**src/rtl/pipe_stall_ctrl.sv**
```systemverilog
// pipe_stall_ctrl
// Central hazard/stall controller for the 5-stage 16-bit pipeline.
// Produces the PC and pipeline-register write enables together with the
// IF_ID flush and ID_EX bubble controls. It resolves load-use hazards,
// I-/D-cache miss stalls, taken-branch redirects and the HLT drain. It also
// keeps a saturating count of stall cycles.
//
// Ports:
//   clk, rst_n                   clock, async active-low reset
//   ID_src1/2, ID_use_src1/2     source registers of the ID instruction
//   EX_MemRead, EX_dst_reg       load flag and destination of the EX instruction
//   br_taken, ID_halt            branch-taken redirect and HLT decode in ID
//   icache_stall, dcache_stall   memory not ready
//   *_wen, if_id_flush,
//   id_ex_bubble                 pipeline controls (combinational, same edge)
//   halted, stall_cnt            halt status and stall-cycle count
//
// state  | meaning
// RUN    | normal operation, hazard priority resolution
// DRAIN  | HLT accepted; older instructions retire, fetch and decode held
// HALTED | processor stopped; only reset exits
module pipe_stall_ctrl #(
    parameter int DRAIN_CYCLES = 4,
    parameter int CNT_W        = 16
) (
    input  logic             clk,
    input  logic             rst_n,
    input  logic [3:0]       ID_src1,
    input  logic [3:0]       ID_src2,
    input  logic             ID_use_src1,
    input  logic             ID_use_src2,
    input  logic             EX_MemRead,
    input  logic [3:0]       EX_dst_reg,
    input  logic             br_taken,
    input  logic             ID_halt,
    input  logic             icache_stall,
    input  logic             dcache_stall,
    output logic             pc_wen,
    output logic             if_id_wen,
    output logic             id_ex_wen,
    output logic             ex_mem_wen,
    output logic             mem_wb_wen,
    output logic             if_id_flush,
    output logic             id_ex_bubble,
    output logic             halted,
    output logic [CNT_W-1:0] stall_cnt
);

    typedef enum logic [1:0] {RUN, DRAIN, HALTED} state_t;

    localparam logic [2:0] DRAIN_MAX = 3'(DRAIN_CYCLES);

    state_t           state_q, state_d;
    logic [2:0]       drain_q, drain_d;
    logic [CNT_W-1:0] cnt_q, cnt_d;

    logic       load_use;
    logic [4:0] wen_c;   // {pc, if_id, id_ex, ex_mem, mem_wb}
    logic       flush_c;
    logic       bubble_c;
    logic       stall_evt;

    assign load_use = EX_MemRead && (EX_dst_reg != 4'd0) &&
                      ((ID_use_src1 && (ID_src1 == EX_dst_reg)) ||
                       (ID_use_src2 && (ID_src2 == EX_dst_reg)));

    always_comb begin
        state_d   = state_q;
        drain_d   = drain_q;
        wen_c     = 5'b00000;
        flush_c   = 1'b0;
        bubble_c  = 1'b0;
        stall_evt = 1'b0;
        case (state_q)
            RUN: begin
                if (dcache_stall) begin
                    stall_evt = 1'b1;
                end else if (load_use) begin
                    wen_c     = 5'b00111;
                    bubble_c  = 1'b1;
                    stall_evt = 1'b1;
                end else if (br_taken) begin
                    // Redirect wins over an I-cache miss so the target PC loads.
                    wen_c   = 5'b11111;
                    flush_c = 1'b1;
                end else if (icache_stall) begin
                    wen_c     = 5'b01111;
                    flush_c   = 1'b1;
                    stall_evt = 1'b1;
                end else if (ID_halt) begin
                    wen_c    = 5'b00111;
                    bubble_c = 1'b1;
                    state_d  = DRAIN;
                    drain_d  = 3'd0;
                end else begin
                    wen_c = 5'b11111;
                end
            end
            DRAIN: begin
                if (dcache_stall) begin
                    stall_evt = 1'b1;
                end else begin
                    wen_c    = 5'b00111;
                    bubble_c = 1'b1;
                    if (drain_q == DRAIN_MAX) begin
                        state_d = HALTED;
                    end else begin
                        drain_d = drain_q + 3'd1;
                    end
                end
            end
            default: begin
                state_d = HALTED;
            end
        endcase

        cnt_d = cnt_q;
        if (stall_evt && (cnt_q != {CNT_W{1'b1}})) begin
            cnt_d = cnt_q + {{(CNT_W-1){1'b0}}, 1'b1};
        end
    end

    always_ff @(posedge clk or negedge rst_n) begin
        if (!rst_n) begin
            state_q <= RUN;
            drain_q <= 3'd0;
            cnt_q   <= '0;
        end else begin
            state_q <= state_d;
            drain_q <= drain_d;
            cnt_q   <= cnt_d;
        end
    end

    // Controls are forced inactive while reset is asserted, without waiting
    // for an edge.
    assign pc_wen       = wen_c[4] & rst_n;
    assign if_id_wen    = wen_c[3] & rst_n;
    assign id_ex_wen    = wen_c[2] & rst_n;
    assign ex_mem_wen   = wen_c[1] & rst_n;
    assign mem_wb_wen   = wen_c[0] & rst_n;
    assign if_id_flush  = flush_c  & rst_n;
    assign id_ex_bubble = bubble_c & rst_n;
    assign halted       = (state_q == HALTED) & rst_n;
    assign stall_cnt    = cnt_q;

endmodule

```
**config.mk**
```make
export PLATFORM = sky130hd
export DESIGN_NAME = pipe_stall_ctrl
export DESIGN_NICKNAME = d
export VERILOG_FILES = /design/src/rtl/pipe_stall_ctrl.sv
export SDC_FILE = /design/constraint.sdc
export NUM_CORES = 1
export LEC_CHECK = 0
export CAP_MARGIN = 20
export CORE_MARGIN = 4
export CORE_UTILIZATION = 40
export CTS_BUF_LIST = sky130_fd_sc_hd__clkbuf_4 sky130_fd_sc_hd__clkbuf_8 sky130_fd_sc_hd__clkbuf_16
export DETAILED_ROUTE_END_ITERATION = 12
export HOLD_SLACK_MARGIN = 0.05
export PLACE_DENSITY = 0.76
export REMOVE_ABC_BUFFERS = 1
export SETUP_SLACK_MARGIN = 0.02
export SLEW_MARGIN = 40
export SYNTH_ARGS = -nofsm -noshare
export SYNTH_HDL_FRONTEND = slang
export SYNTH_SLANG_ARGS = --single-unit
```
**constraint.sdc**
```tcl
create_clock -name clk -period 1.78 [get_ports clk]
set_input_delay 0.267 -clock clk [delete_from_list [all_inputs] [get_ports clk]]
set_output_delay 0.267 -clock clk [all_outputs]
set_load 0.05 [all_outputs]
```
# Yosys cells after proc, flatten, opt, wreduce, memory -nomap -nowiden
# Index checks and enable logic that the tools add are counted.
[word_totals]
regBits = 21
inputBits = 21
out_inout_bits = 24
elab_cells = 78
[classes]
addsub = 2
n_eq_ne = 14
n_mux = 40
bitwise = 8
reduce_logical = 11
[op_table]
columns = ["op", "n"]
rows = [
  ["2-to-1 mux 5 bit", 5],
  ["2-to-1 mux 3 bit", 8],
  ["adder 16 x 1 -> 16 bit (second input constant)", 1],
  ["inequality test 16 bit (second input constant)", 1],
  ["inequality test 2 bit (second input constant)", 8],
  ["2-to-1 mux 1 bit", 15],
  ["2-to-1 mux 2 bit", 7],
  ["one-hot mux 5 bit (2 select lines)", 1],
  ["bitwise AND 1 bit", 8],
  ["== test 4 bit", 2],
  ["AND reduction 8 bit", 1],
  ["AND reduction 7 bit", 1],
  ["one-hot mux 3 bit (2 select lines)", 1],
  ["logical AND 1 bit", 5],
  ["one-hot mux 1 bit (2 select lines)", 2],
  ["one-hot mux 2 bit (2 select lines)", 1],
  ["nonzero test 4 bit", 1],
  ["adder 3 x 1 -> 3 bit (second input constant)", 1],
  ["== test 3 bit (second input constant)", 1],
  ["== test 2 x 1 -> 1 bit (second input constant)", 1],
  ["== test 2 bit (second input constant)", 1],
  ["logical NOT 2 bit", 1],
  ["nonzero test 2 bit", 1],
  ["logical OR 1 bit", 1],
]

# Longest topological paths before layout
# Gate-level depths: netlist of run 1.
[depth]
word_depth = 8
mapped_depth = 8

# Worst setup path before layout of run 1
# No wires, ideal clock.
[synth_path]
path_type = "in2out"
startpoint = "in EX_dst_reg[0]"
endpoint = "out pc_wen"
t_arrival_ns = 2.288
required_time_ns = 1.513
setup_slack_ns = -0.775
cell_stages = 6
path_cell_list = "o41a_1 nand3_1 nor4_2 nor2_1 nand2_1 nor3_1"
[synth_via]
elab_chain_cells = 8
elab_cells_between_ends = 12
cone_classes = "eq/ne (2); mux (3); bitwise (1); reduce/logical (6)"
[synth_lines]
columns = ["item", "line", "rtl"]
rows = [
  ["start: declaration", "33", "input logic [3:0] EX_dst_reg,"],
  ["== test 4 bit, on equally long branches", "64, 65", ""],
  ["logical AND 1 bit, on equally long branches", "64, 65", ""],
  ["logical OR 1 bit", "64", "((ID_use_src1 && (ID_src1 == EX_dst_reg)) ||"],
  ["logical AND 1 bit *", "63", "assign load_use = EX_MemRead && (EX_dst_reg != 4'd0) &&"],
  ["2-to-1 mux 5 bit *", "78", "end else if (load_use) begin"],
  ["2-to-1 mux 5 bit *", "76", "if (dcache_stall) begin"],
  ["one-hot mux 5 bit (2 select lines) *", "74", "case (state_q)"],
  ["bitwise AND 1 bit *", "137", "assign pc_wen = wen_c[4] & rst_n;"],
  ["end: declaration", "38", "output logic pc_wen,"],
]
# Mark *: on every way between the ends. The rest lies on a longest branch, timed or not.

# Worst setup path after layout of run 1
[layout_path]
startpoint = "in br_taken"
endpoint = "out id_ex_bubble"
[layout_via]
elab_chain_cells = 5
[layout_lines]
columns = ["item", "line", "rtl"]
rows = [
  ["start: declaration", "34", "input logic br_taken,"],
  ["2-to-1 mux 1 bit", "82", "end else if (br_taken) begin"],
  ["2-to-1 mux 1 bit", "78", ""],
  ["2-to-1 mux 1 bit", "76", ""],
  ["one-hot mux 1 bit (2 select lines)", "74", ""],
  ["bitwise AND 1 bit", "143", "assign id_ex_bubble = bubble_c & rst_n;"],
  ["end: declaration", "44", "output logic id_ex_bubble,"],
]
# Every way passes these cells.

==> results.json, run 1 <==
{
  "max_freq_ghz": 0.5195,
  "wire_per_inst_um": 18.12,
  "synth_area_per_cell_um2": 9.843,
  "clk_path_buf_depth": 2,
  "hp-class": "input port to async pin",
  "synth_compound_area_frac": 0.09732,
  "final-hold-violation-count": 0,
  "first_pass_iters": 4,
  "start_util": 0.4161,
  "finalSetupViolCount": 17,
  "worst_pin_slew_ns": 0.3929,
  "synth_cells": 128,
  "grt_max_degree": 22,
  "violations": "setup timing",
  "wl_um": 4911,
  "antenna_found_initial": 0,
  "syn_area_um2": 1260,
  "worst_r2r_path_depth": 8,
  "die_h_um": 64.13,
  "fin_util": 0.8376,
  "cp-start-kind": "input port",
  "cts_sinks": 21,
  "cts_buffers": 3,
  "area_growth_pct": 101.3,
  "antenna_cells": 0,
  "startpoint": "br_taken",
  "drc": 0,
  "grt_pass1_vias": 1385,
  "htreeDepth": 1,
  "r2r_slack_ns": -0.08,
  "ys_top_cells_by_area": "dfrtp_1 (42%), xor2_1 (13%), nand3_1 (4.0%)",
  "place.gp.congestion": 0.8371,
  "yosysSeqAreaShare": 0.4171,
  "timing.rr.end": "stall_cnt[14]",
  "port_buffers": 44,
  "ant_nets": 0,
  "worstPathRequired_ns": 1.51,
  "layout_commonest_cell": "buf_4",
  "cts-root-buf": "clkbuf_4",
  "num_rows": 20,
  "cp_max_fo": 3,
  "die-area_um2": 4112,
  "drtIter0Drc": 35,
  "timing.final.crit_share": 1.081,
  "reg2reg_from": "state_q[1]",
  "min_period_ns": 1.925,
  "status": "finished with violations",
  "endpoint": "id_ex_bubble",
  "maxSlewViolCount": 0,
  "rsz0062_at_grt": "true",
  "preCtsSetupSlack_ns": -0.6145,
  "n_fill_cell": 152,
  "io_pins": 45,
  "ys_warn_count": 0,
  "final_cell_mix": "buf_4 (65), dfrtp_1 (19), xor2_1 (13), dlygate4sd2_1 (11), buf_12 (10)",
  "grt-ovfl-total": 0,
  "via_per_inst": 5.251,
  "synth.area.mux_share": 0.01787,
  "drv_cap": 0,
  "dr_total_vias": 1423,
  "endpoint_kind": "primary output",
  "die_width_um": 64.13,
  "cp.arrival_ns": 1.66,
  "synth_xor_area_frac": 0.1599,
  "fin_ws_ns": -0.1450,
  "ir_drop_mv": 0.4248,
  "grt_first_pass_wirelength_um": 6499,
  "synth-seq-cells": 21,
  "clock-skew-final_ns": 0.001718,
  "yosys.area.top_type": "dfrtp_1",
  "synth_top_family_by_area": "simple AND/OR/NAND/NOR gates",
  "synth_fa_ha_area_frac": 0.02979,
  "drive_gt1_frac": 0.5903,
  "synthSimpleGateAreaFrac": 0.2264,
  "clock_latency_ns": 0.31,
  "place_hpwl_um": 2732,
  "grt_util_all_layers": 0.2002,
  "clkTransAtPathRegs_ns": 0.12,
  "synth_top_area_frac": 0.4171,
  "ys_types": 33,
  "powerDensity_nw_per_um2": 361.9,
  "nets": 252,
  "leakage_nw": 1.206,
  "hold_buffers": 0,
  "critPathKind": "input port to primary output",
  "tritoncts": "yes",
  "design.core.area_um2": 3028,
  "slew_headroom": 0.7381
}
[area by class of cell]
type | instances | area, µm² | share of cell area
Multi-Input combinational cell | 94 | 952.2 | 0.3754
Timing Repair Buffer | 100 | 940.9 | 0.3710
Sequential cell | 21 | 528.0 | 0.2082
Tap cell | 44 | 55.05 | 0.02171
Clock buffer | 4 | 30.03 | 0.01184
Inverter | 8 | 30.03 | 0.01184
[worst min-delay path by stage]
stage	start	slack, ns	cells after the start	endpoint
2_1_floorplan	rst_n	-0.03	0	drain_q[0]
3_3_place_gp	drain_q[1]	0.52	1	drain_q[1]
3_5_place_dp	drain_q[1]	0.54	1	drain_q[1]
4_1_cts	rst_n	0.46	3	stall_cnt[3]
5_1_grt	rst_n	0.51	3	state_q[0]
6_report	rst_n	0.51	3	state_q[0]
[critical path, stage by stage]
cell and delay (ns):
clkdlybuf4s50_1 0.58, nor2_4 0.07, a21oi_1 0.24, buf_4 0.16, a21boi_1 0.05, buf_4 0.15, buf_12 0.14
[logic make-up (layout without fill, tap and decap cells)]
kind of cell / Yosys count / after routing
AO/OA/AOI/OAI: 14 / 14
buffers and inverters: 13 / 112
flip-flops: 21 / 21
multiplexers: 2 / 2
XOR/XNOR: 23 / 23
adder cells (fa/ha/maj): 3 / 3
AND/OR/NAND/NOR: 52 / 52
[Yosys cell counts]
cell type  count
o31ai_1        1
buf_2          1
nor4_1         8
o22ai_1        1
nor4_2         2
buf_4          2
o21ai_0        3
o31a_1         1
clkbuf_1       1
o31ai_2        1
nor2_1         8
nand4_1        2
buf_6          1
a21oi_1        2
dfrtp_1       21
and3_1         3
a21boi_0       1
nand2_1        9
nor4b_1        3
nor3b_1        1
ha_1           3
xnor2_1        4
o211ai_1       1
mux2_1         1
nand3_1       10
o41a_1         1
nor3_1         5
a22o_1         1
nor2_2         1
inv_1          8
a2111oi_4      1
xor2_1        19
mux2_2         1
[power by group]
part           leakage, nW  total [W]  switching, W  internal, W
combinational        0.922   0.000185     0.0000953    0.0000895
sequential           0.265   0.000477             0     0.000477
clock               0.0184   0.000256      0.000153     0.000103
total                 1.21   0.000918      0.000249     0.000669
[through the flow]
step	instance area (µm²)	hold slack, ns	TNS (ns)	std cells	total power (W)
floorplan	1225	-0.02859	-15.14	123	0.0005251
global placement	2053	0.5192	-11.93	250	0.0006191
detailed placement	2062	0.5384	-12.72	250	0.0006216
CTS	2262	0.4609	-0.2758	257	0.0008810
global route	2536	0.5054	-2.480	271	0.0009501
finish	2536	0.5061	-1.190	271	0.0009179
[flip-flops by register name (all words and copies together), names as in the netlist]
register,cells
drain_q,3
state_q,2
stall_cnt,16
[layer usage]
metal  global-route usage  part of all wire  vias to the layer above
met1               0.2511              0.41                      708
met2               0.3561              0.52                       61
met5                    0                 0                        -
met4              0.03166             0.012                        0
li1                     -                 -                      647
met3              0.04569             0.061                        7
[timing repair]
| item | 4_1_cts | 5_1_grt |
|---|---|---|
| endpoints found under the setup margin | 27 | 26 |
| gates resized for setup | 61 | 36 |
| setup buffers | 5 | 13 |
| pin swaps | 17 | 14 |
| cloned | 0 | 1 |
No activity file was read; power rests on OpenSTA's default activity.
==> run 2, diff against run 1 <==
--- a/config.mk
+++ b/config.mk
@@ -10,6 +10,7 @@
 export CORE_UTILIZATION = 40
 export CTS_BUF_LIST = sky130_fd_sc_hd__clkbuf_4 sky130_fd_sc_hd__clkbuf_8 sky130_fd_sc_hd__clkbuf_16
 export DETAILED_ROUTE_END_ITERATION = 12
+export GPL_TIMING_DRIVEN = 0
 export HOLD_SLACK_MARGIN = 0.05
 export PLACE_DENSITY = 0.76
 export REMOVE_ABC_BUFFERS = 1
==> run 2 against run 1 <==
Against the previous run:
- the flow still finishes with violations (setup timing)
- clock power decreased by 9.4%
- routed wire length decreased by 20%
- sequential cell count did not move
- via count is 12% lower
- non-clock buffer count shrank 28
- critical path depth is 1 higher
- largest cell class unchanged
- largest power group unchanged
==> results.json, run 2 (synthesis gave the netlist of run 1 again) <==
{
  "wl_um": 3945,
  "grt_first_pass_wirelength_um": 5851,
  "die_h_um": 64.13,
  "num_rows": 20,
  "final-hold-violation-count": 0,
  "tritoncts": "yes",
  "status": "finished with violations",
  "grt-ovfl-total": 0,
  "dr_wl_met3_um": 151,
  "place.gp.congestion": 0.7372,
  "dpl_cell_area_um2": 1724,
  "ir_drop_mv": 0.2250,
  "min_period_ns": 1.934,
  "area_growth_pct": 78.85,
  "drv_cap": 0,
  "maxSlewViolCount": 0,
  "port_buffers": 44,
  "first_pass_iters": 4,
  "drive_gt1_frac": 0.4774,
  "design.core.area_um2": 3028,
  "grt_max_degree": 22,
  "dr_total_vias": 1258,
  "met1_length_um": 1802,
  "endpoint_kind": "primary output",
  "clock_latency_ns": 0.30,
  "leakage_nw": 1.071,
  "clkTransAtPathRegs_ns": 0.12,
  "antenna_cells": 0,
  "stdcell_area_um2": 2253,
  "preCtsSetupSlack_ns": -1.306,
  "switching_share": 0.2680,
  "clock-skew-final_ns": 0.001299,
  "cts_buffers": 3,
  "finalSetupViolCount": 7,
  "p_int_w": 0.0006319,
  "n_fill_cell": 215,
  "htreeDepth": 1,
  "powerDensity_nw_per_um2": 383.1,
  "drtIter0Drc": 44,
  "grt_pass1_vias": 1269,
  "p_seq_frac": 0.552,
  "die-area_um2": 4112,
  "route.met2.wl_um": 1958,
  "clk_path_buf_depth": 2,
  "critPathKind": "input port to primary output",
  "cp_max_fo": 3,
  "slew_headroom": 0.6550,
  "rsz0062_at_grt": "true",
  "drc": 0,
  "worst_pin_slew_ns": 0.5167,
  "max_freq_ghz": 0.5172,
  "ant_nets": 0,
  "worstPathRequired_ns": 1.51,
  "final_cell_mix": "dlygate4sd2_1 (23), buf_4 (23), dfrtp_1 (19), xor2_1 (13)",
  "net-switching-power_w": 0.0002314,
  "p_total_w": 0.0008633,
  "die_width_um": 64.13,
  "power_frac_comb": 0.178,
  "cts_sinks": 21,
  "violations": "setup timing",
  "antenna_found_initial": 0,
  "timing.final.crit_share": 1.086,
  "place_hpwl_um": 2249,
  "hp-class": "input port to async pin",
  "wire_per_inst_um": 16.23,
  "power_frac_clock": 0.269,
  "cts-root-buf": "clkbuf_4",
  "start_util": 0.4161,
  "via_per_inst": 5.177,
  "top_layer": "met4",
  "largest_reg_flops": 16,
  "whs_ns": 0.05791,
  "fin_ws_ns": -0.1536,
  "grt_util_all_layers": 0.1785,
  "io_pins": 45,
  "cp.arrival_ns": 1.67,
  "cp-start-kind": "input port",
  "nets": 224
}
run 2: layout make-up:
type / count / area [µm²] / area share
tap: 44 / 55.05 / 0.02443
timing repair buffer: 72 / 648.1 / 0.2876
clock inverter: 1 / 5.005 / 0.002221
inverter: 8 / 30.03 / 0.01333
clock buffer: 3 / 22.52 / 0.009994
sequential: 21 / 528.0 / 0.2343
multi-input combinational: 94 / 964.7 / 0.4281
run 2: routing by layer:
| metal | up-vias | track usage |
|---|---|---|
| li1 | 593 | - |
| met4 | 0 | 0.03166 |
| met3 | 5 | 0.02988 |
| met2 | 41 | 0.3110 |
| met1 | 619 | 0.2349 |
| met5 | - | 0 |
run 2: worst max-delay path: stages:
cell and delay (ns):
buf_8 0.09, o41a_1 0.47, nand3_2 0.12, nor4_4 0.04
nor2_2 0.19, buf_4 0.15, and3_4 0.18, buf_8 0.14
run 2: what timing repair did:
| action | CTS | global route |
|---|---|---|
| endpoints found under the setup margin | 42 | 24 |
| endpoints found under the hold margin | 21 | 0 |
| resized for setup | 120 | 46 |
| pin swaps | 24 | 16 |
| cloned | 1 | 0 |
| setup buffers | 16 | 11 |
| hold buffers | 1 | 0 |
run 2: metrics by stage:
step                      cells  setup TNS [ns]    util
after floorplan             123          -15.14       -
after global placement      211          -24.84  0.5682
after detailed placement    211          -22.35  0.5694
after CTS                   233         -0.2848  0.6711
after global routing        243          -1.424  0.7442
final                       243         -0.5040  0.7442
run 2: worst paths after layout:
check / start / to / slack, ns / cells after the start
hold reg to reg: stall_cnt[14] / stall_cnt[14] / 0.52 / 1
min in group clk: dcache_stall / state_q[1] / 0.50 / 2
setup reg to reg: stall_cnt[0] / stall_cnt[1] / -0.06 / 8
hold / removal: rst_n / stall_cnt[11] / 0.06 / 2
setup / recovery: EX_dst_reg[3] / if_id_wen / -0.15 / 8
max in group asynchronous: rst_n / stall_cnt[8] / 1.38 / 2
run 2: power by group through the flow:
stage / Combinational [W] / Sequential [W] / Clock, W
floorplan: 0.0000389 / 0.000486 / 0
global placement: 0.000108 / 0.000486 / 0
detailed placement: 0.000109 / 0.000486 / 0
CTS: 0.000135 / 0.000477 / 0.000234
global route: 0.000163 / 0.000477 / 0.000269
finish: 0.000154 / 0.000477 / 0.000232
==> run 3, diff against run 2 <==
--- a/config.mk
+++ b/config.mk
@@ -6,7 +6,6 @@
 export NUM_CORES = 1
 export LEC_CHECK = 0
 export CAP_MARGIN = 20
-export CORE_MARGIN = 4
 export CORE_UTILIZATION = 40
 export CTS_BUF_LIST = sky130_fd_sc_hd__clkbuf_4 sky130_fd_sc_hd__clkbuf_8 sky130_fd_sc_hd__clkbuf_16
 export DETAILED_ROUTE_END_ITERATION = 12
==> run 3 against run 2 <==
Against the previous run:
- the flow still finishes with violations (setup timing)
- die area is 18% lower
- combinational power grew 10%
- clock skew rose by 0.014 ns
- critical path type unchanged
- critical endpoint is now id_ex_bubble
- largest power group unchanged
==> results.json, run 3 (synthesis gave the netlist of run 1 again) <==
{
  "cts-root-buf": "clkbuf_4",
  "finalNonFillerCells": 248,
  "whs_ns": 0.4610,
  "cts_buffers": 3,
  "drc": 0,
  "status": "finished with violations",
  "maxSlewViolCount": 0,
  "slew_headroom": 0.6666,
  "whs_endpoint": "state_q[1]",
  "largest_reg_flops": 16,
  "htreeDepth": 1,
  "fin_ws_ns": -0.1381,
  "violations": "setup timing",
  "worst_r2r_path_depth": 8,
  "die_h_um": 58.13,
  "layout_commonest_cell": "buf_4",
  "grt-ovfl-total": 0,
  "clock-skew-final_ns": 0.01529,
  "ir_drop_mv": 0.5030,
  "drive_gt1_frac": 0.4657,
  "rsz0062_at_grt": "true",
  "dp_cells": 211,
  "max_freq_ghz": 0.5214,
  "cp_max_fo": 3,
  "r2r_slack_ns": 0,
  "num_rows": 20,
  "reg2reg_from": "stall_cnt[10]",
  "first_pass_iters": 4,
  "port_buffers": 44,
  "grt_pass1_vias": 1247,
  "dr_total_vias": 1298,
  "antenna_cells": 0,
  "design.core.area_um2": 3028,
  "dpl_cell_area_um2": 1724,
  "worstPathRequired_ns": 1.51,
  "via_per_inst": 5.234,
  "timing.final.crit_share": 1.078,
  "clock_latency_ns": 0.33,
  "clk_path_buf_depth": 2,
  "clkTransAtPathRegs_ns": 0.11,
  "die-area_um2": 3379,
  "start_util": 0.4161,
  "die_width_um": 58.13,
  "cp.arrival_ns": 1.65,
  "hold_depth": 2,
  "area_growth_pct": 82.92,
  "endpoint_kind": "primary output",
  "critPathKind": "input port to primary output",
  "cts_sinks": 21,
  "place.gp.congestion": 0.8065,
  "final-hold-violation-count": 0,
  "hp-class": "input port to register",
  "powerDensity_nw_per_um2": 394.6,
  "fin_util": 0.7612,
  "drtIter0Drc": 65,
  "place_hpwl_um": 2102,
  "nets": 229,
  "startpoint": "ID_src2[3]",
  "p_total_w": 0.0009094,
  "stdcell_area_um2": 2305,
  "ant_nets": 0,
  "leakage_nw": 1.126,
  "worst_pin_slew_ns": 0.5021,
  "timing.rr.end": "stall_cnt[13]",
  "antenna_found_initial": 0,
  "grt_util_all_layers": 0.2327,
  "finalSetupViolCount": 12,
  "tritoncts": "yes",
  "wire_per_inst_um": 16.77,
  "io_pins": 45,
  "cp-start-kind": "input port",
  "final_cell_mix": "buf_4 (27), dlygate4sd2_1 (25), dfrtp_1 (18), xor2_1 (13), inv_1 (8)",
  "hp-start": "dcache_stall",
  "drv_cap": 0,
  "wl_um": 4159,
  "grt_max_degree": 22,
  "grt_first_pass_wirelength_um": 5851,
  "min_period_ns": 1.918
}
## run 3: cell count changes in the layout (fill, tap and decap cells not counted), sizes merged
cell	previous run	this run
buf	40	43
dlygate4sd2	23	25
clkbuf	4	5
clkinv	1	0
dlygate4sd3	0	1
dlymetal6s2s	1	0
## run 3: power by group
group	switching (W)	leakage [nW]	internal, W	total (W)
clock network	0.000159	0.0184	0.000103	0.000262
logic	0.0000876	0.844	0.0000825	0.000170
registers	0	0.264	0.000477	0.000477
## run 3: worst max path at each step
stage	end	slack (ns)	cells after the start
floorplan	pc_wen	-1.45	4
global placement	pc_wen	-1.34	5
detailed placement	pc_wen	-1.28	8
CTS	if_id_flush	-0.11	8
global route	id_ex_bubble	-0.20	7
finish	id_ex_bubble	-0.14	7
## run 3: stage by stage
stage	setup WS (ns)	setup TNS (ns)
finish	-0.1381	-0.7044
global route	-0.2032	-1.919
CTS	-0.1098	-0.2236
detailed placement	-1.278	-22.01
global placement	-1.337	-24.50
floorplan	-1.447	-15.14
## run 3: repair_timing
item | 4_1_cts | 5_1_grt
pin swaps | 28 | 11
hold buffers | 1 | 1
endpoints found under the hold margin | 21 | 10
resized for setup | 130 | 32
gates cloned | 0 | 1
endpoints found under the setup margin | 43 | 24
buffers inserted | 21 | 10
## run 3: routing by layer
layer	share of wire	global-route usage	vias to the layer above
met5	0	0	-
met4	0.0099	0.08163	0
met3	0.061	0.04464	3
met2	0.52	0.4171	49
met1	0.41	0.2773	641
li1	-	-	605
## run 3: worst max-delay path, cell delays in order
cell and delay, ns:
dlygate4sd2_1 0.27, xor2_2 0.19, nor4_4 0.32, nor2_2 0.10, buf_4 0.15, a21boi_1 0.13
buf_4 0.22
## run 3: layout make-up
| type | instances | area, µm² |
|---|---|---|
| Clock buffer | 4 | 30.03 |
| Fill cell | 204 | 723.2 |
| Inverter | 8 | 30.03 |
| Multi-Input combinational cell | 94 | 958.4 |
| Sequential cell | 21 | 529.3 |
| Tap cell | 44 | 55.05 |
| Timing Repair Buffer | 77 | 701.9 |
